[src/rtl/rsa_systolic_array.sv]
// Systolic matrix-multiply engine: buffers A (X-by-N) and B (N-by-Y), runs an X-by-Y MAC grid,
// then streams C row-major as one contiguous valid-qualified burst.
module rsa_systolic_array #(
    parameter int unsigned X          = 3,
    parameter int unsigned N          = 3,
    parameter int unsigned Y          = 3,
    parameter int unsigned IN_LEN     = 4,
    parameter int unsigned OUT_LEN    = 8,
    parameter int unsigned ADDR_WIDTH = 2
) (
    input  logic               clk,
    input  logic               sys_rst_n,
    input  logic               Xin_val,
    input  logic [IN_LEN:1]    Xin_data,
    input  logic               Yin_val,
    input  logic [IN_LEN:1]    Yin_data,
    output logic               out_val,
    output logic [OUT_LEN:1]   out_data
);

    localparam int unsigned XN     = X * N;
    localparam int unsigned YN     = Y * N;
    localparam int unsigned XY     = X * Y;
    localparam int unsigned XCW    = $clog2(XN + 1);
    localparam int unsigned YCW    = $clog2(YN + 1);
    localparam int unsigned RW     = (X > 1) ? $clog2(X) : 1;
    localparam int unsigned CW     = (Y > 1) ? $clog2(Y) : 1;
    localparam int unsigned KW     = ADDR_WIDTH;
    localparam int unsigned TW     = $clog2(N + X + Y);
    localparam int unsigned DW     = (XY > 1) ? $clog2(XY) : 1;
    localparam int unsigned LAST_T = N + X + Y - 2;

    localparam logic [XCW-1:0] XN_C      = XCW'(XN);
    localparam logic [YCW-1:0] YN_C      = YCW'(YN);
    localparam logic [TW-1:0]  LAST_T_C  = TW'(LAST_T);
    localparam logic [DW-1:0]  XY_LAST_C = DW'(XY - 1);

    typedef enum logic [1:0] {StLoad, StCompute, StDrain} state_e;

    state_e state_q, state_d;

    logic [XCW-1:0]    x_cnt_q;
    logic [YCW-1:0]    y_cnt_q;
    logic [RW-1:0]     x_row_q;
    logic [KW-1:0]     x_col_q;
    logic [KW-1:0]     y_row_q;
    logic [CW-1:0]     y_col_q;
    logic [IN_LEN:1]   a_buf [X][N];
    logic [IN_LEN:1]   b_buf [N][Y];

    logic [TW-1:0]     t_q;
    logic [IN_LEN:1]   a_edge [X];
    logic [IN_LEN:1]   b_edge [Y];
    logic [IN_LEN:1]   a_in   [X][Y];
    logic [IN_LEN:1]   b_in   [X][Y];
    logic [IN_LEN:1]   a_pipe [X][Y];
    logic [IN_LEN:1]   b_pipe [X][Y];
    logic [OUT_LEN:1]  acc    [X][Y];

    logic [DW-1:0]     d_cnt_q;
    logic [RW-1:0]     dr_row_q;
    logic [CW-1:0]     dr_col_q;

    function automatic logic [OUT_LEN:1] mac(input logic [OUT_LEN:1] acc_in,
                                             input logic [IN_LEN:1]  a,
                                             input logic [IN_LEN:1]  b);
        logic [2*IN_LEN-1:0] prod;
        prod = {{IN_LEN{1'b0}}, a} * {{IN_LEN{1'b0}}, b};
        return acc_in + OUT_LEN'(prod);
    endfunction

    always_comb begin
        state_d = state_q;
        unique case (state_q)
            StLoad:    if (x_cnt_q == XN_C && y_cnt_q == YN_C) state_d = StCompute;
            StCompute: if (t_q == LAST_T_C) state_d = StDrain;
            StDrain:   if (d_cnt_q == XY_LAST_C) state_d = StLoad;
            default:   state_d = StLoad;
        endcase
    end

    always_ff @(posedge clk) begin
        if (!sys_rst_n) begin
            state_q <= StLoad;
        end else begin
            state_q <= state_d;
        end
    end

    // Input buffers: A stored as rows of N, B as rows of Y; extra beats past full are dropped.
    always_ff @(posedge clk) begin
        if (!sys_rst_n) begin
            x_cnt_q <= '0;
            y_cnt_q <= '0;
            x_row_q <= '0;
            x_col_q <= '0;
            y_row_q <= '0;
            y_col_q <= '0;
            for (int i = 0; i < X; i++) begin
                for (int k = 0; k < N; k++) begin
                    a_buf[i][k] <= '0;
                end
            end
            for (int k = 0; k < N; k++) begin
                for (int j = 0; j < Y; j++) begin
                    b_buf[k][j] <= '0;
                end
            end
        end else if (state_q != StLoad) begin
            x_cnt_q <= '0;
            y_cnt_q <= '0;
            x_row_q <= '0;
            x_col_q <= '0;
            y_row_q <= '0;
            y_col_q <= '0;
        end else begin
            if (Xin_val && x_cnt_q < XN_C) begin
                a_buf[x_row_q][x_col_q] <= Xin_data;
                x_cnt_q <= x_cnt_q + XCW'(1);
                if (x_col_q == KW'(N - 1)) begin
                    x_col_q <= '0;
                    x_row_q <= x_row_q + RW'(1);
                end else begin
                    x_col_q <= x_col_q + KW'(1);
                end
            end
            if (Yin_val && y_cnt_q < YN_C) begin
                b_buf[y_row_q][y_col_q] <= Yin_data;
                y_cnt_q <= y_cnt_q + YCW'(1);
                if (y_col_q == CW'(Y - 1)) begin
                    y_col_q <= '0;
                    y_row_q <= y_row_q + KW'(1);
                end else begin
                    y_col_q <= y_col_q + CW'(1);
                end
            end
        end
    end

    always_ff @(posedge clk) begin
        if (!sys_rst_n || state_q != StCompute) begin
            t_q <= '0;
        end else begin
            t_q <= t_q + TW'(1);
        end
    end

    // Skewed edge feeds: row i sees A[i][t-i], column j sees B[t-j][j], zero outside the window.
    always_comb begin
        for (int i = 0; i < X; i++) begin
            a_edge[i] = '0;
            for (int k = 0; k < N; k++) begin
                if (state_q == StCompute && t_q == TW'(i + k)) a_edge[i] = a_buf[i][k];
            end
        end
        for (int j = 0; j < Y; j++) begin
            b_edge[j] = '0;
            for (int k = 0; k < N; k++) begin
                if (state_q == StCompute && t_q == TW'(j + k)) b_edge[j] = b_buf[k][j];
            end
        end
    end

    for (genvar gi = 0; gi < X; gi++) begin : g_row
        for (genvar gj = 0; gj < Y; gj++) begin : g_col
            if (gj == 0) begin : g_a_edge
                assign a_in[gi][gj] = a_edge[gi];
            end else begin : g_a_pass
                assign a_in[gi][gj] = a_pipe[gi][gj-1];
            end
            if (gi == 0) begin : g_b_edge
                assign b_in[gi][gj] = b_edge[gj];
            end else begin : g_b_pass
                assign b_in[gi][gj] = b_pipe[gi-1][gj];
            end
        end
    end

    // Pipes are flushed outside COMPUTE; accumulators survive into DRAIN and clear back in LOAD.
    always_ff @(posedge clk) begin
        if (!sys_rst_n) begin
            for (int i = 0; i < X; i++) begin
                for (int j = 0; j < Y; j++) begin
                    a_pipe[i][j] <= '0;
                    b_pipe[i][j] <= '0;
                    acc[i][j]    <= '0;
                end
            end
        end else begin
            for (int i = 0; i < X; i++) begin
                for (int j = 0; j < Y; j++) begin
                    if (state_q == StCompute) begin
                        a_pipe[i][j] <= a_in[i][j];
                        b_pipe[i][j] <= b_in[i][j];
                        acc[i][j]    <= mac(acc[i][j], a_in[i][j], b_in[i][j]);
                    end else begin
                        a_pipe[i][j] <= '0;
                        b_pipe[i][j] <= '0;
                        if (state_q == StLoad) acc[i][j] <= '0;
                    end
                end
            end
        end
    end

    always_ff @(posedge clk) begin
        if (!sys_rst_n) begin
            out_val  <= 1'b0;
            out_data <= '0;
            d_cnt_q  <= '0;
            dr_row_q <= '0;
            dr_col_q <= '0;
        end else if (state_q == StDrain) begin
            out_val  <= 1'b1;
            out_data <= acc[dr_row_q][dr_col_q];
            d_cnt_q  <= d_cnt_q + DW'(1);
            if (dr_col_q == CW'(Y - 1)) begin
                dr_col_q <= '0;
                dr_row_q <= dr_row_q + RW'(1);
            end else begin
                dr_col_q <= dr_col_q + CW'(1);
            end
        end else begin
            out_val  <= 1'b0;
            d_cnt_q  <= '0;
            dr_row_q <= '0;
            dr_col_q <= '0;
        end
    end

endmodule

[config.mk]
export PLATFORM = sky130hd
export DESIGN_NAME = rsa_systolic_array
export DESIGN_NICKNAME = d
export VERILOG_FILES = /design/src/rtl/rsa_systolic_array.sv
export SDC_FILE = /design/constraint.sdc
export NUM_CORES = 1
export LEC_CHECK = 0
export CAP_MARGIN = 20
export CORE_MARGIN = 4
export CORE_UTILIZATION = 50
export CTS_BUF_LIST = sky130_fd_sc_hd__clkbuf_4 sky130_fd_sc_hd__clkbuf_8
export DETAILED_ROUTE_END_ITERATION = 8
export PLACE_DENSITY = 0.66
export SYNTH_ARGS = -nofsm -noshare
export SYNTH_HDL_FRONTEND = slang
export SYNTH_SLANG_ARGS = --single-unit
[constraint.sdc]
create_clock -name clk -period 6.7 [get_ports clk]
set_clock_uncertainty 0.1 [all_clocks]
set_input_delay 2.01 -clock clk [delete_from_list [all_inputs] [get_ports clk]]
set_output_delay 2.01 -clock clk [all_outputs]
set_load 0.01 [all_outputs]
; ---- Word level (Yosys, flattened, before mapping)
; Memories as Yosys holds them, arrays and structs flattened. A register that Yosys moved wholly into a read port is not among the register bits.
; Cells that the tools add are included.
[totals]
out_inout_bits = 9
word_cells = 265
n_memories = 5
ramBits = 216
regBits = 39
[op_classes]
mux = 113
multipliers = 9
n_lt_le_gt_ge = 7
eq_ne = 17
addsub = 19
n_bitwise = 59
n_reduce_logical = 23
[memory_table]
columns = name, words, width, rd, rd_clocked_by_memory_dff, write_ports, line_no
row1 = acc, 3, 24, 4, 1, 3, 58  ; logic [OUT_LEN:1] acc [X][Y];
row2 = a_buf, 3, 12, 3, 0, 3, 48  ; logic [IN_LEN:1] a_buf [X][N];
row3 = a_pipe, 3, 12, 3, 0, 3, 56  ; logic [IN_LEN:1] a_pipe [X][Y];
row4 = b_buf, 3, 12, 3, 0, 3, 49  ; logic [IN_LEN:1] b_buf [N][Y];
row5 = b_pipe, 3, 12, 2, 0, 3, 57  ; logic [IN_LEN:1] b_pipe [X][Y];
[op_table]
columns = operator, count
row1 = 4-bit 2-to-1 mux, 56
row2 = 8-bit 2-to-1 mux, 20
row3 = 8-bit adder, 9
row4 = 4-bit by 4-bit multiplier with 8-bit output, 9
row5 = 12-bit 2-to-1 mux, 6
row6 = 1-bit OR, 54
row7 = 12-bit OR reduction, 2
row8 = 1-bit 2-to-1 mux, 18
row9 = 2-bit 2-to-1 mux, 9
row10 = "4-bit by 1-bit adder with 4-bit output, second input constant", 4
row11 = 8-bit binary-select mux with 2-bit select, 1
row12 = 4-bit demux with 2-bit select, 2
row13 = "2-bit by 1-bit adder with 2-bit output, second input constant", 6
row14 = "4-bit equality test, second input constant", 3
row15 = 1-bit logical AND, 10
row16 = "3-bit greater-or-equal comparator, second input constant", 3
row17 = 2-bit NOT with 3-bit output, 3
row18 = "2-bit equality test, second input constant", 4
row19 = "4-bit by 2-bit equality test with 1-bit output, second input constant", 2
row20 = "4-bit by 3-bit equality test with 1-bit output, second input constant", 2
row21 = "4-bit less-than comparator, second input constant", 2
row22 = "3-bit by 1-bit less-than comparator with 1-bit output, second input constant", 2
row23 = "2-bit inequality test, second input constant", 3
row24 = 2-bit one-hot mux with 3 select lines, 1
row25 = 13 further kinds, 16

; ---- Logic depth before layout (Yosys ltp)
; Gate-level depths: netlist (run 1).
[logic_depth]
ltp_word = 9
depth_mapped = 19

; ---- Worst setup path before layout (run 1)
; Ideal clock, no wire load.
[synth_timing]
path_type = register to register
start = reg state_q[0]
end = mem acc[0][23] (netlist bit) (data pin)
slack_ns = 2.004
synth_period_minus_slack_ns = 4.696
stages_incl_launch_ff = 17
n_path_buf = 3
arrival_ns = 4.335
path_cell_list = dfxtp_1 buf_2 or4b_1 clkbuf_1 buf_2 a211oi_1 a31oi_1 or2_2 fa_1 fa_1 fa_1 inv_1 ha_1 nor2b_1 o31ai_1 a2111o_1 o21ai_0
[synth_lines]
columns = item, line_no
row1 = start: declaration, 40  ; state_e state_q, state_d;
row2 = start signal: assignment, 84  ; state_q <= StLoad;
row3 = start signal: assignment, 86  ; state_q <= state_d;
row4 = end: declaration, 58

==> results by group, run 1 <==
Status
  • Status: complete, no violations

STA
  • Slew HR: 28.7%
  • Final Setup Violations: 0
  • Max-slew violation count: 0
  • Setup_tns: 0 ns
  • Fmax: 189 MHz
  • Tmin final: 5.30 ns
  • Hold Violations, Final: 0
  • RSZ-0062 raised after global routing: no
  • Period utilization: 79.1%
  • Worst slew pin tran: 1.07 ns

Synthesis
  • Largest family of logic cells by synthesized area: adder cells
  • Synth Area per Inst: 10.0 µm²
  • Compound-Gate Fraction of Synth Area: 9.14%
  • Cells after Synth: 1633
  • Sequential area share after synthesis: 40.2%
  • Mux cell area share after synthesis: 1.84%
  • Post-synth EDFFs: 192
  • Synth async-reset ratio: 0%
  • Post-synthesis instance area: 16400 µm²
  • Synthesized flop and latch total: 233
  • Top_reg_cell synth: edfxtp_1
  • Simple-Gate Fraction of Synth Area: 19.3%
  • Post-Synth Adder-Cell Area: 21.2%
  • Post-synthesis xor/xnor area fraction: 1.87%
  • Ys Warns: 0
  • Unique masters post-synth: 52

Die
  • I/O pin count: 21
  • Die Y: 189 µm
  • Initial Util: 50.5%
  • Full die area: 35700 µm²
  • Core footprint: 32500 µm²
  • Die span in x: 189 µm
  • # rows: 66

Clocking
  • Clock Latency Late Sink: 0.56 ns
  • CTS sink cnt: 233
  • H-tree depth: 2
  • CTS tree: yes
  • Clock Pin Slew Worst Setup and Hold Paths: 0.07 ns
  • Postcts setup bufs: 0
  • Clock buffer count from CTS: 43
  • Clock Tree Buf Depth: 3
  • CTS resizes: 0
  • Cts hold-fix bufs: 0
  • Clock Tree Root: clkbuf_8

Power
  • Pleak: 7.71 nW
  • Gate power share: 4.2%
  • Power density over the cells: 182 nW/µm²
  • Sw Ratio: 22.4%
  • Internal power: 2.57 mW
  • Sw power: 0.740 mW
  • Worst VDD drop: 160 µV
  • Clock share of power: 46.7%
  • Seq pwr share: 49.1%

Routing
  • Vias: 11300
  • DRT Wirelength: 34200 µm
  • Drt drc: 0
  • Antenna viol nets, final: 0
  • Initial DRC count: 672
  • Post-DR wirelength/cell: 15.7 µm
  • Routed vias/inst: 5.20
  • Pre-antenna DRT Iters: 6

Global route
  • Grt peak-use layer: met2
  • Global Route Usage Sum: 19.7%
  • Met3 Usage GRT: 2.62%
  • Met1 Resource Use GR: 27.0%
  • First-pass GRT wire length: 57400 µm
  • Initial antenna violation count: 0
  • Vias in the first global route: 11400
  • Largest net degree at the start of global routing: 50
  • Gr ovfl total: 0
  • GR Util met2: 33.1%

Place
  • IO buf count: 20
  • Gp weighted congestion: 0.865
  • HPWL Detailed: 26300 µm
  • DP Area: 17200 µm²

Finish
  • Most frequent cells in the layout: inv_1 (227), edfxtp_1 (192), and2_1 (177), ha_1 (148), nor2_1 (134)
  • # fillers: 2821
  • Ant. Diodes: 0
  • Nets@finish: 1943
  • Synth-to-layout area growth: 11.0%
  • Fin area: 18200 µm²
  • Share of layout cells above drive strength 1: 7.02%
  • Most common cell after layout, fill and taps aside: inv_1

Worst hold path
  • Hold EP: d_cnt_q[0]
  • Hold depth: 1
  • Min-delay src: d_cnt_q[0]
  • Worst min path class: reg2reg

Worst setup path
  • WS Path Type: reg2reg
  • Worst r2r src: t_q[0]
  • Critical-path maximum fanout: 26
  • Worst Setup End Kind: register
  • Startpoint class of the critical path: register
  • Reg-to-Reg End: acc[1][23]
  • Worst EP required: 6.92 ns
  • Setup slack, reg-to-reg: 1.40 ns
  • R2R depth: 15
  • Worst Path Arrival: 5.52 ns

Run
  • Max-cap violations: 0
==> area by class of cell <==
type / instances / area (µm²) / area share, %
multi-input cells: 1167 / 8920 / 49.1
clock inverters: 20 / 238 / 1.31
clock buffers: 60 / 744 / 4.09
inverters: 228 / 856 / 4.71
flip-flops and latches: 233 / 6590 / 36.2
repair buffers: 29 / 280 / 1.54
well taps: 442 / 553 / 3.04
==> state kept, by name (all words and copies together) (netlist names), 4 cells and up, named ones only <==
signal and flops:
x_cnt_q 4, out_data 8, t_q 4, d_cnt_q 4, acc 72, y_cnt_q 4, b_pipe 24, a_buf 36
b_buf 36, a_pipe 24
==> layer usage <==
metal | share of wire [%] | wire length, µm
met5 | 0 | 0
met4 | 2.4 | 826
met1 | 46 | 15900
met3 | 3.8 | 1290
met2 | 47 | 16200
==> power groups by stage <==
| stage | Clock [mW] | Combinational [mW] | Sequential [mW] |
|---|---|---|---|
| CTS | 1.58 | 0.139 | 1.62 |
| global route | 1.66 | 0.159 | 1.63 |
| finish | 1.54 | 0.139 | 1.62 |
| floorplan | 0 | 0.105 | 1.64 |
| global placement | 0 | 0.133 | 1.65 |
| detailed placement | 0 | 0.137 | 1.65 |
==> cell usage after synthesis, drive strengths merged (15+ instances only) <==
cell	count	share of area (%)
and2	177	6.8
xnor2	24	1.3
fa	81	9.9
edfxtp	192	35
a21oi	43	1.3
a31oi	19	0.73
nor3b	17	0.78
mux2i	20	1.2
nor3	15	0.46
clkbuf	42	0.96
nand2	127	2.9
o21ai	77	2.4
nor2b	25	0.95
a211oi	20	0.92
nand3	36	1.1
ha	148	11
dfxtp	41	5.0
nor2	134	3.1
inv	227	5.2
==> how the worst max path moves through the flow <==
| stage | start | to | slack (ns) | cells past startpoint |
|---|---|---|---|---|
| 6_report | t_q[0] | acc[1][23] | 1.40 | 15 |
| 5_1_grt | t_q[0] | acc[1][23] | 1.07 | 15 |
| 4_1_cts | t_q[0] | acc[1][23] | 1.43 | 15 |
| 3_5_place_dp | t_q[0] | acc[1][23] | 1.42 | 15 |
| 3_3_place_gp | sys_rst_n | a_buf[1][10] | 1.55 | 4 |
| 2_1_floorplan | state_q[0] | acc[0][23] | 2.00 | 16 |
==> critical path, cell delays in order (launching register included) <==
cell      delay (ns)
dfxtp_1         0.41
inv_1           0.09
ha_1            0.49
nor2b_1         0.63
nand3_1         0.16
a31oi_1         0.38
nand2_1         0.15
fa_1            0.52
fa_1            0.51
fa_1            0.51
inv_1           0.04
ha_1            0.32
nor2b_1         0.17
o31ai_1         0.32
a2111o_1        0.20
o21ai_0         0.07
==> stage by stage <==
| step | worst slack (ns) | cells | hold WS (ns) | power (mW) | util [%] |
|---|---|---|---|---|---|
| after CTS | 1.43 | 2179 | 0.363 | 3.34 | 56.0 |
| after global routing | 1.07 | 2179 | 0.405 | 3.44 | 56.0 |
| after global placement | 1.55 | 2099 | 0.344 | 1.79 | 53.0 |
| after detailed placement | 1.42 | 2099 | 0.350 | 1.79 | 53.0 |
| final | 1.40 | 2179 | 0.361 | 3.31 | 56.0 |
| after floorplan | 2.00 | 1680 | 0.330 | 1.74 | - |
==> logic make-up (layout without fill, tap and decap cells) <==
| family | count (synthesis) | in the layout |
|---|---|---|
| simple gates | 598 | 598 |
| buf+inv | 280 | 337 |
| flops | 233 | 233 |
| fa+ha+maj | 229 | 229 |
| compound gates | 228 | 228 |
| xor+xnor | 35 | 35 |
| mux | 29 | 29 |
| other cells | 1 | 48 |
Power figures use the tool's default switching activity.
==> run 2, diff against run 1 <==
==> constraint.sdc (replaced) <==
create_clock -name clk -period 4.95 [get_ports clk]
set_clock_uncertainty 0.1 [all_clocks]
set_input_delay 1.485 -clock clk [delete_from_list [all_inputs] [get_ports clk]]
set_output_delay 1.485 -clock clk [all_outputs]
set_load 0.01 [all_outputs]
==> run 2 against run 1 <==
Against the previous run:
- sequential power increased by 36%
- utilization increased by 0.22 points
- global-route usage increased by 0.21 points
- flip-flop and latch count is the same
- die area unchanged
- first-iteration DRC count down 8.9%
- routed wire length up 1.5%
- critical path depth is 1 lower
- combinational power rose by 36%
- clock-buffer cell count shrank 1
- final area increased by 0.39%
- cell count is 0.50% higher
- critical path type unchanged
- critical endpoint unchanged
- highest routed layer unchanged
==> results by group, run 2 (same netlist as run 1, synthesis figures left out) <==
Worst setup path
  • Worst Setup End Kind: register
  • CP startpoint: state_q[1]
  • Critical path's largest stage delay: 0.51 ns (-0.12 ns)
  • Reg-to-Reg End: acc[1][23]
  • Slowest cell on crit path: fa_1
  • Critical-path maximum fanout: 33 (+27%)
  • Worst Path Arrival: 4.88 ns (-0.64 ns)
  • WS Path Type: reg2reg
  • CP cell instances: nor4b_4 -> buf_12 -> nand2_1 -> a31oi_1 -> nand2_1 -> fa_1 -> fa_1 -> fa_1 -> inv_1 -> ha_1 -> nor2b_1 -> o31ai_1 -> a2111o_1 -> o21ai_0
  • CP Buf/Inv Count: 2 (unchanged)
  • Startpoint class of the critical path: register
  • Worst r2r src: state_q[1]
  • R2R depth: 14 (-1)
  • Top delay family on crit path: adder cells
  • Setup slack, reg-to-reg: 0.25 ns (-1.15 ns)
  • Most common cell on crit path: fa_1
  • Worst EP required: 5.12 ns (-1.80 ns)

Clocking
  • CTS sink cnt: 233 (unchanged)
  • Clock Latency Late Sink: 0.53 ns (-0.03 ns)
  • Cts hold-fix bufs: 0 (unchanged)
  • CTS tree: yes
  • Clock Tree Root: clkbuf_8
  • Clock Tree Buf Depth: 3 (unchanged)
  • Clock buffer count from CTS: 42 (-2.3%)
  • Postcts setup bufs: 0 (unchanged)
  • Clock Pin Slew Worst Setup and Hold Paths: 0.06 ns (about the same)
  • H-tree depth: 2 (unchanged)
  • CTS resizes: 0 (unchanged)

Finish
  • Post-Layout Cell Count: 2190 (+0.50%)
  • Most frequent cells in the layout: inv_1 (227), edfxtp_1 (192), and2_1 (177), ha_1 (147), nor2_1 (134)
  • Max reg flops: 72 (unchanged)
  • Top Registers: acc (72), a_buf (36), b_buf (36)
  • Ant. Diodes: 0 (unchanged)
  • Finished Core Util: 56.2% (+0.22 points)
  • Largest register by flop count: acc
  • Synth-to-layout area growth: 11.4%
  • # fillers: 2881 (+2.1%)
  • Fin area: 18300 µm² (+0.39%)
  • Nets@finish: 1956 (+0.67%)
  • Most common cell after layout, fill and taps aside: inv_1
  • Share of layout cells above drive strength 1: 7.84% (+0.81 points)

Place
  • Pre-CTS setup slack: 0.144 ns (-1.28 ns)
  • Gp weighted congestion: 0.891 (+3.0%)
  • IO buf count: 20 (unchanged)
  • HPWL Detailed: 26600 µm (+1.2%)
  • Placed Instances: 2113 (+0.67%)
  • DP Area: 17300 µm² (+0.76%)

Routing
  • Drt drc: 0 (unchanged)
  • Routed vias/inst: 5.18 (-0.43%)
  • Antenna viol nets, final: 0 (unchanged)
  • DRT Wirelength: 34700 µm (+1.5%)
  • Initial DRC count: 612 (-8.9%)
  • Post-DR wirelength/cell: 15.9 µm (+0.97%)
  • Pre-antenna DRT Iters: 5 (-1)
  • Vias: 11300 (+0.071%)

Die
  • # rows: 66 (unchanged)
  • Full die area: 35700 µm² (unchanged)
  • Die span in x: 189 µm (unchanged)
  • I/O pin count: 21 (unchanged)
  • Initial Util: 50.5% (unchanged)
  • Core footprint: 32500 µm² (unchanged)
  • Die Y: 189 µm (unchanged)

STA
  • Max-slew violation count: 0 (unchanged)
  • Period utilization: 95.0% (+16 points)
  • Hold Violations, Final: 0 (unchanged)
  • Worst slew pin tran: 0.947 ns (-0.120 ns)
  • WHS: 0.371 ns (+0.00995 ns)
  • RSZ-0062 raised after global routing: no
  • Fmax: 213 MHz (+13%)
  • Slew HR: 36.8% (+8.1 points)
  • Setup_tns: 0 ns (unchanged)
  • Final Setup Violations: 0 (unchanged)
  • Worst setup margin: 0.250 ns (-1.15 ns)
  • Tmin final: 4.70 ns (-0.599 ns)

Power
  • Pleak: 7.74 nW (+0.40%)
  • Power density over the cells: 237 nW/µm² (+30%)
  • Worst VDD drop: 199 µV (+24%)
  • Power after layout: 4.33 mW (+31%)

Global route
  • First-pass GRT wire length: 58300 µm (+1.5%)
  • Vias in the first global route: 11600 (+2.5%)
  • Largest net degree at the start of global routing: 102 (+100%)
  • Gr ovfl total: 0 (unchanged)
  • Initial antenna violation count: 0 (unchanged)
  • Global Route Usage Sum: 19.9% (+0.21 points)

Status
  • Status: complete, no violations

Worst hold path
  • Min-delay src: d_cnt_q[0]
  • Hold depth: 1 (unchanged)
  • Worst min path class: reg2reg
  • Hold EP: d_cnt_q[0]

Run
  • Max-cap violations: 0 (unchanged)
==> run 2: cell types whose count changed in the layout (fill, tap and decap cells not counted), sizes merged <==
| cell | delta |
|---|---|
| bufinv | -1 |
| clkbuf | -1 |
| buf | +14 |
| inv | -1 |
==> run 2: worst max path at each step <==
| stage | end | slack (ns) | cells after the start |
|---|---|---|---|
| floorplan | acc[0][23] | 0.25 | 16 |
| global placement | acc[0][23] | 0.22 | 13 |
| detailed placement | acc[0][23] | 0.14 | 13 |
| CTS | acc[0][23] | 0.13 | 13 |
| global route | acc[0][15] | 0.006 | 14 |
| finish | acc[1][23] | 0.25 | 14 |
==> run 2: report_power, final <==
group | internal (mW) | switching [mW]
clock | 1.15 | 0.797
combinational | 0.0705 | 0.118
sequential | 2.16 | 0.0375
==> run 2: per-layer routing <==
metal	vias to the layer above	track usage, %	part of all wire (%)
met4	0	5.63	2.0
met1	5423	27.0	47
met2	217	33.9	48
met3	50	2.42	3.5
li1	5648	-	-
met5	-	0	0
==> run 2: cell type report <==
cell class,count,area [µm²],share of cell area (%)
clock buffer,59,718,3.94
multi-input combinational,1167,8940,49.0
timing repair buffer,43,410,2.25
tap,442,553,3.03
clock inverter,18,185,1.01
sequential,233,6590,36.1
inverter,228,856,4.69
==> run 3, diff against run 2 <==
--- a/config.mk
+++ b/config.mk
@@ -6,7 +6,7 @@
 export NUM_CORES = 1
 export LEC_CHECK = 0
 export CAP_MARGIN = 20
-export CORE_MARGIN = 4
+export CORE_MARGIN = 2
 export CORE_UTILIZATION = 50
 export CTS_BUF_LIST = sky130_fd_sc_hd__clkbuf_4 sky130_fd_sc_hd__clkbuf_8
 export DETAILED_ROUTE_END_ITERATION = 8
==> run 3 against run 2 <==
Against the previous run:
- sequential share of layout area decreased by 0.10 points
- cell count grew 0.50%
- fmax is 0.32% higher
- final area grew 0.28%
- critical path type unchanged
- combinational power about the same
==> results by group, run 3 (same netlist as run 1, synthesis figures left out) <==
Finish
  • Max reg flops: 72 (unchanged)
  • Register area: 6590 µm² (unchanged)
  • # fillers: 2861 (-0.69%)
  • Share of layout cells above drive strength 1: 8.58% (+0.75 points)
  • Top Registers: acc (72), a_buf (36), b_buf (36)
  • Most frequent cells in the layout: inv_1 (227), edfxtp_1 (192), and2_1 (177), ha_1 (147), nor2_1 (134)
  • Finished Core Util: 56.5% (+0.30 points)
  • Largest register by flop count: acc
  • Multi-input logic area: 8940 µm² (unchanged)
  • Most common cell after layout, fill and taps aside: inv_1
  • Synth-to-layout area growth: 11.7%
  • Post-Layout Cell Count: 2201 (+0.50%)
  • Ant. Diodes: 0 (unchanged)
  • Fin area: 18300 µm² (+0.28%)
  • Nets@finish: 1965 (+0.46%)

Global route
  • First-pass GRT wire length: 57000 µm (-2.2%)
  • Largest net degree at the start of global routing: 53 (-48%)
  • Gr ovfl total: 0 (unchanged)
  • Vias in the first global route: 11400 (-2.2%)
  • Initial antenna violation count: 0 (unchanged)
  • Global Route Usage Sum: 21.1% (+1.2 points)

STA
  • Period utilization: 94.7% (-0.30 points)
  • Fmax: 213 MHz (+0.32%)
  • WHS: 0.370 ns (-0.00144 ns)
  • Hold Violations, Final: 0 (unchanged)
  • Worst setup margin: 0.265 ns (+0.0150 ns)
  • Final Setup Violations: 0 (unchanged)
  • Setup_tns: 0 ns (unchanged)
  • Slew HR: 35.4% (-1.4 points)
  • Worst slew pin tran: 0.968 ns (+0.0203 ns)
  • Max-slew violation count: 0 (unchanged)
  • Tmin final: 4.69 ns (-0.0150 ns)

Status
  • Status: complete, no violations

Die
  • Core footprint: 32400 µm² (-0.25%)
  • Full die area: 34200 µm² (-4.2%)
  • Die Y: 185 µm (-2.1%)
  • Initial Util: 50.6% (+0.13 points)
  • # rows: 66 (unchanged)
  • Die span in x: 185 µm (-2.1%)
  • I/O pin count: 21 (unchanged)

Clocking
  • Clock Tree Root: clkbuf_8
  • Clock Pin Slew Worst Setup and Hold Paths: 0.06 ns (about the same)
  • H-tree depth: 2 (unchanged)
  • Clock Latency Late Sink: 0.56 ns (+0.03 ns)
  • CTS sink cnt: 233 (unchanged)
  • Clock Tree Buf Depth: 3 (unchanged)
  • CTS tree: yes
  • Clock buffer count from CTS: 43 (+2.4%)
  • Postcts setup bufs: 0 (unchanged)

Routing
  • Antenna viol nets, final: 0 (unchanged)
  • Routed vias/inst: 5.16 (-0.42%)
  • Drt drc: 0 (unchanged)
  • Vias: 11300 (+0.079%)
  • Pre-antenna DRT Iters: 5 (unchanged)
  • Post-DR wirelength/cell: 15.8 µm (-0.47%)
  • DRT Wirelength: 34700 µm (about the same)
  • Initial DRC count: 774 (+26%)

Worst setup path
  • Worst Setup End Kind: register
  • Critical path's largest stage delay: 0.54 ns (+0.03 ns)
  • Slowest cell on crit path: fa_1
  • WS Path Type: reg2reg
  • CP cell instances: buf_4 -> nor4b_4 -> buf_4 -> a31oi_1 -> or2_2 -> fa_1 -> fa_1 -> fa_1 -> inv_1 -> ha_1 -> nor2b_1 -> o31ai_2 -> a2111o_1 -> o21ai_0
  • R2R depth: 14 (unchanged)
  • Critical-path maximum fanout: 19 (-42%)
  • Startpoint class of the critical path: register
  • Worst EP required: 5.15 ns (+0.03 ns)
  • Most common cell on crit path: fa_1
  • Worst Path Arrival: 4.88 ns (about the same)

Run
  • Max-cap violations: 0 (unchanged)

Power
  • Worst VDD drop: 214 µV (+7.6%)
  • Power density over the cells: 238 nW/µm² (+0.44%)
  • Power after layout: 4.36 mW (+0.72%)
  • Pleak: 7.78 nW (+0.54%)

Worst hold path
  • Hold depth: 1 (unchanged)
  • Worst min path class: reg2reg

Place
  • Pre-CTS setup slack: 0.0533 ns (-0.0910 ns)
  • HPWL Detailed: 26700 µm (+0.16%)
  • IO buf count: 20 (unchanged)
  • Placed Instances: 2121 (+0.38%)
  • Gp weighted congestion: 0.878 (-1.5%)
  • DP Area: 17400 µm² (+0.13%)
==> run 3: cell types whose count changed in the layout (fill, tap and decap cells not counted) <==
cell and change:
buf_12 -3, clkinv_1 -3, clkbuf_8 +4, clkbuf_4 +4
bufinv_16 -2, buf_4 +11, clkinv_8 +1, clkinv_2 -2
inv_6 +1
==> run 3: area by class of cell <==
cell class / instances / area share, %
flip-flops and latches: 233 / 36.0
clock buffers: 67 / 4.39
inverters: 228 / 4.68
repair buffers: 51 / 2.37
multi-input cells: 1167 / 48.9
well taps: 442 / 3.02
clock inverters: 13 / 0.704
==> run 3: critical path, delay by kind of cell, from the launching register on <==
family,cells,cell delay (ns)
compound gates,4,0.76
fa+ha+maj,4,1.86
buf+inv,3,0.50
flops,1,0.32
simple gates,3,0.88
==> run 3: power by group <==
group	leakage [nW]	internal [mW]	switching, mW	total [mW]
clock network	0.497	1.14	0.833	1.98
registers	2.46	2.16	0.0381	2.20
logic	4.83	0.0701	0.117	0.187
total	7.78	3.37	0.988	4.36
==> run 3: path summary, 6_finish.rpt <==
kind,to,start,slack [ns]
setup / recovery,acc[0][23],state_q[1],0.26
hold / removal,d_cnt_q[0],d_cnt_q[0],0.37
setup reg to reg,acc[0][23],state_q[1],0.26
hold reg to reg,d_cnt_q[0],d_cnt_q[0],0.37
==> run 3: routing by layer <==
metal  vias up  global-route usage [%]  routed length (µm)
met5         -                       0                   0
met4         0                    5.59                 738
met3        65                    3.01                1410
met2       225                    36.2               16500
met1      5370                    28.1               16100
li1       5687                       -                   -
==> run 3: what timing repair did <==
action,in CTS,in global routing
endpoints found under the hold margin,0,0
hold buffers,0,0
setup endpoints to repair,0,5
resized for setup,0,6
==> variant 1 (settings of run 1) <==
Compare `d_cnt_q` against `XY_LAST_C` with >= in place of ==.
--- a/src/rtl/rsa_systolic_array.sv
+++ b/src/rtl/rsa_systolic_array.sv
@@ -75,5 +75,5 @@
             StLoad:    if (x_cnt_q == XN_C && y_cnt_q == YN_C) state_d = StCompute;
             StCompute: if (t_q == LAST_T_C) state_d = StDrain;
-            StDrain:   if (d_cnt_q == XY_LAST_C) state_d = StLoad;
+            StDrain:   if (d_cnt_q >= XY_LAST_C) state_d = StLoad;
             default:   state_d = StLoad;
         endcase
Formal check against the unedited RTL: same outputs for any inputs over 10 cycles, from zero or initial values and one cycle with sys_rst_n low; that may be too few to reach the edited logic, so the function may still have changed.
==> variant 1 against run 1 <==
  * Sequential cell count unchanged
  * Count of clock-buffer cells in the layout increased by 2
  * Design area about the same
  * Via count increased by 3.0%
  * Synthesized cell count increased by 0.49%
  * Critical path depth decreased by 2
  * Fmax increased by 0.39%
  * Combinational power increased by 39%
  * Power decreased by 3.1%
  * Area after synthesis increased by 1.0%
  * Setup slack improved by 0.020 ns
  * Wire length increased by 6.1%
  * Critical path type unchanged
==> variant 1: results (changes against run 1) <==
** Route
- The number of violations reported at the end of detailed-routing iteration 0 is 592 (was 672).
- Met3 wire length :: 1740 µm (was 1290 µm)
- The number of optimization iterations in the first detailed-route pass was 5 (was 6).
- Final Routed Wirelength :: 36,320 µm (was 34,220 µm)

** Logic synthesis
- Adder and majority cell fraction of the synthesized area :: 0.2099 (was 0.2121)
- The sequential share of the synthesized area is 0.3980 (was 0.4021).
- The fraction of the mapped netlist area in compound gates was 0.08922 (was 0.09137).
- Portion of netlist area occupied by mux cells :: 0.01890 (was 0.01841)

** Clock tree
- Clock latency at the later pin of the worst-skew pair :: 0.54 ns (was 0.56 ns)

** GRT
- Met1 Track Usage GR :: 0.2808 (was 0.2700)
- The total global-route track usage came to 0.2049 (was 0.1969).
- The met3 layer usage reported by global route came to 0.02936 (was 0.02618).
- Maximum number of pins on one net before global-route repair :: 57 (was 50)
- The via count of the first global-routing pass came to 11,773 (was 11,359).

** Pwr
- Combinational fraction of design power :: 0.060 (was 0.042)
- PwrDens :: 176.2 mW/mm² (was 181.8 mW/mm²)
- Total internal power :: 2.445 mW (was 2.566 mW)
- Max rail drop VDD :: 0.1573 mV (was 0.1602 mV)
- The static leakage is 7.923 nW (was 7.710 nW).

** Worst setup path
- Arrival time at the worst endpoint :: 5.47 ns (was 5.52 ns)
- Maximum fanout encountered on the critical timing path :: 16 (was 26)
- Reg2reg path depth :: 13 (was 15)

** Timing
- Maximum achievable frequency :: 189.4 MHz (was 188.7 MHz)
- Relative slew slack :: 0.3515 (was 0.2867)

** Place
- Placed standard-cell area :: 0.01729 mm² (was 0.01720 mm²)

** Layout
- Layout cells sized above 1 :: 0.07246 (was 0.07024)

** Status
- Run status: finished, final reports clean (unchanged).
variant 1: changes by cell type in the layout (fill, tap and decap cells not counted), sizes merged, moves of 5 or more:
cell / delta
a2111oi: +5
a211oi: -12
a21oi: +6
a31oi: -10
and2: -63
and3: +44
inv: +12
nand3: -7
nand4: +9
nand4b: +7
nor3: +5
o21ai: -14
o31ai: +7
or4: +6
variant 1: kinds of logic (layout without fill, tap and decap cells):
logic type	Yosys count	count (layout)
simple gates	597	597
other cells	1	48
buf+inv	299	350
fa+ha+maj	229	229
mux	30	30
xor+xnor	34	34
compound gates	218	218
flops	233	233
variant 1: area by class of cell:
| type | instances | area, µm² |
|---|---|---|
| clock buffer | 62 | 765.7 |
| multi-input combinational | 1156 | 8986 |
| fill | 2884 | 14440 |
| clock inverter | 16 | 96.34 |
| inverter | 242 | 908.4 |
| sequential | 233 | 6586 |
| timing repair buffer | 30 | 280.3 |
| tap | 442 | 553.0 |
variant 1: worst max-delay path: stages (launching register included):
cell                       delay, ns
sky130_fd_sc_hd__dfxtp_1        0.46
sky130_fd_sc_hd__nor4b_4        0.83
sky130_fd_sc_hd__and2_0         0.44
sky130_fd_sc_hd__a21oi_1        0.23
sky130_fd_sc_hd__or2_1          0.28
sky130_fd_sc_hd__fa_1           0.51
sky130_fd_sc_hd__fa_1           0.51
sky130_fd_sc_hd__fa_1           0.52
sky130_fd_sc_hd__inv_1          0.04
sky130_fd_sc_hd__ha_1           0.33
sky130_fd_sc_hd__nor2b_1        0.17
sky130_fd_sc_hd__o31ai_1        0.33
sky130_fd_sc_hd__a2111o_1       0.20
sky130_fd_sc_hd__o21ai_0        0.07
variant 1: through the flow:
stage                       util  cells
after CTS                 0.5565   2179
after global routing      0.5572   2181
after floorplan                -   1688
final                     0.5572   2181
after detailed placement  0.5300   2101
after global placement    0.5300   2101
==> variant 2 (flow settings as in run 1) <==
Made on the original files. `Y`: 3 -> 6.
--- a/src/rtl/rsa_systolic_array.sv
+++ b/src/rtl/rsa_systolic_array.sv
@@ -4,5 +4,5 @@
     parameter int unsigned X          = 3,
     parameter int unsigned N          = 3,
-    parameter int unsigned Y          = 3,
+    parameter int unsigned Y          = 6,
     parameter int unsigned IN_LEN     = 4,
     parameter int unsigned OUT_LEN    = 8,
Function: no difference found for any inputs over 4 cycles, from zero or initial values and one cycle with sys_rst_n low; that may be too few to reach the edited logic, so the function may still have changed.
==> variant 2 against run 1 <==
  * Largest cell class unchanged
  * Setup slack lost 0.26 ns
  * Core utilization decreased by 0.11 points
  * Sequential share of layout area down 0.12 points
  * Wire length grew 95%
  * Sequential cell count is 172 higher
  * Area after synthesis up 80%
  * Design area rose by 78%
  * Power is 70% higher
  * Combinational power up 68%
  * Synthesized cell count increased by 74%
  * Hold slack better by 0.014 ns
  * Clock power rose by 66%
==> variant 2: results (changes against run 1) <==
** Status
- Run status: finished, final reports clean (unchanged).

** Layout
- Layout Cell Area excl Fill :: 0.03244 mm² (was 0.01818 mm²)
- Count of antenna diodes in the layout :: 1 (was 0)
- The fraction of standard cell area in multi-input logic is 0.5000 (was 0.4908).
- The sequential cell area in the final layout was 0.01171 mm² (was 0.006586 mm²).
- The final net count came to 3,429 (was 1,943).
- Largest registers: acc x144, b_buf x72, a_pipe x60 (was acc x72, a_buf x36, b_buf x36).
- The fraction of final layout cells sized beyond drive strength 1 was 0.06302 (was 0.07024).
- Fill cell count :: 5,050 (was 2,821)

** Logic synthesis
- The sequential share of the synthesized area was 0.3971 (was 0.4021).
- Post-synthesis cell count :: 2,837 (was 1,633)
- Portion of netlist area occupied by mux cells :: 0.02618 (was 0.01841)
- Compound-gate portion of the synthesized area :: 0.07288 (was 0.09137)
- Main area contributors after synthesis: sky130_fd_sc_hd__edfxtp_1 (37%), sky130_fd_sc_hd__ha_1 (12%), sky130_fd_sc_hd__fa_1 (11%) (was sky130_fd_sc_hd__edfxtp_1 (35%), sky130_fd_sc_hd__ha_1 (11%), sky130_fd_sc_hd__fa_1 (9.9%)).

** Route
- The detailed-route vias per instance came to 5.353 (was 5.200).
- Average routed wire per standard cell :: 17.60 µm (was 15.71 µm)
- The number of violations reported at the end of detailed-routing iteration 0 is 1,573 (was 672).

** Place
- Setup WS pre-CTS :: 1.184 ns (was 1.423 ns)
- The number of cells after detailed placement came to 3,660 (was 2,099).

** GRT
- The total global-route track usage came to 0.2136 (was 0.1969).
- Maximum number of pins on one net before global-route repair :: 105 (was 50)
- The via count of the first global-routing pass was 20,342 (was 11,359).

** Pwr
- Max rail drop VDD :: 0.1993 mV (was 0.1602 mV)

** Timing
- The tightest hold margin was 0.3751 ns (was 0.3610 ns).

** Worst setup path
- Maximum fanout encountered on the critical timing path :: 15 (was 26)
- The reg-to-reg critical path startpoint is state_q[0]$_SDFFE_PN0P_ (was t_q[0]$_SDFF_PN0_).
- The stage delay of the slowest cell on the critical path came to 0.73 ns (was 0.63 ns).
[variant 2: changes by cell type after synthesis, moves of 15 or more]
cell | before | now
sky130_fd_sc_hd__nor2_1 | 134 | 263
sky130_fd_sc_hd__inv_1 | 227 | 435
sky130_fd_sc_hd__nand2_1 | 127 | 191
sky130_fd_sc_hd__and2_1 | 177 | 349
sky130_fd_sc_hd__ha_1 | 148 | 283
sky130_fd_sc_hd__buf_2 | 5 | 28
sky130_fd_sc_hd__fa_1 | 81 | 162
sky130_fd_sc_hd__edfxtp_1 | 192 | 360
sky130_fd_sc_hd__xnor2_1 | 24 | 77
sky130_fd_sc_hd__mux4_2 | 0 | 15
sky130_fd_sc_hd__a21o_1 | 4 | 31
sky130_fd_sc_hd__a21oi_1 | 43 | 81
sky130_fd_sc_hd__a22oi_1 | 0 | 21
[variant 2: how the worst max path moves through the flow]
stage	start	end
after floorplan	sys_rst_n	acc[0][0]$_SDFFCE_PP0P_
after global placement	state_q[1]$_SDFFE_PN0P_	acc[0][39]$_SDFFCE_PP0P_
after detailed placement	state_q[0]$_SDFFE_PN0P_	acc[0][39]$_SDFFCE_PP0P_
after CTS	state_q[0]$_SDFFE_PN0P_	acc[0][39]$_SDFFCE_PP0P_
after global routing	state_q[0]$_SDFFE_PN0P_	acc[0][39]$_SDFFCE_PP0P_
final	state_q[0]$_SDFFE_PN0P_	acc[0][39]$_SDFFCE_PP0P_
[variant 2: per-layer routing]
layer | track usage | share of wire
met5 | 0 | 0.00019
met3 | 0.04376 | 0.064
met4 | 0.07022 | 0.031
met1 | 0.2974 | 0.45
met2 | 0.3375 | 0.46
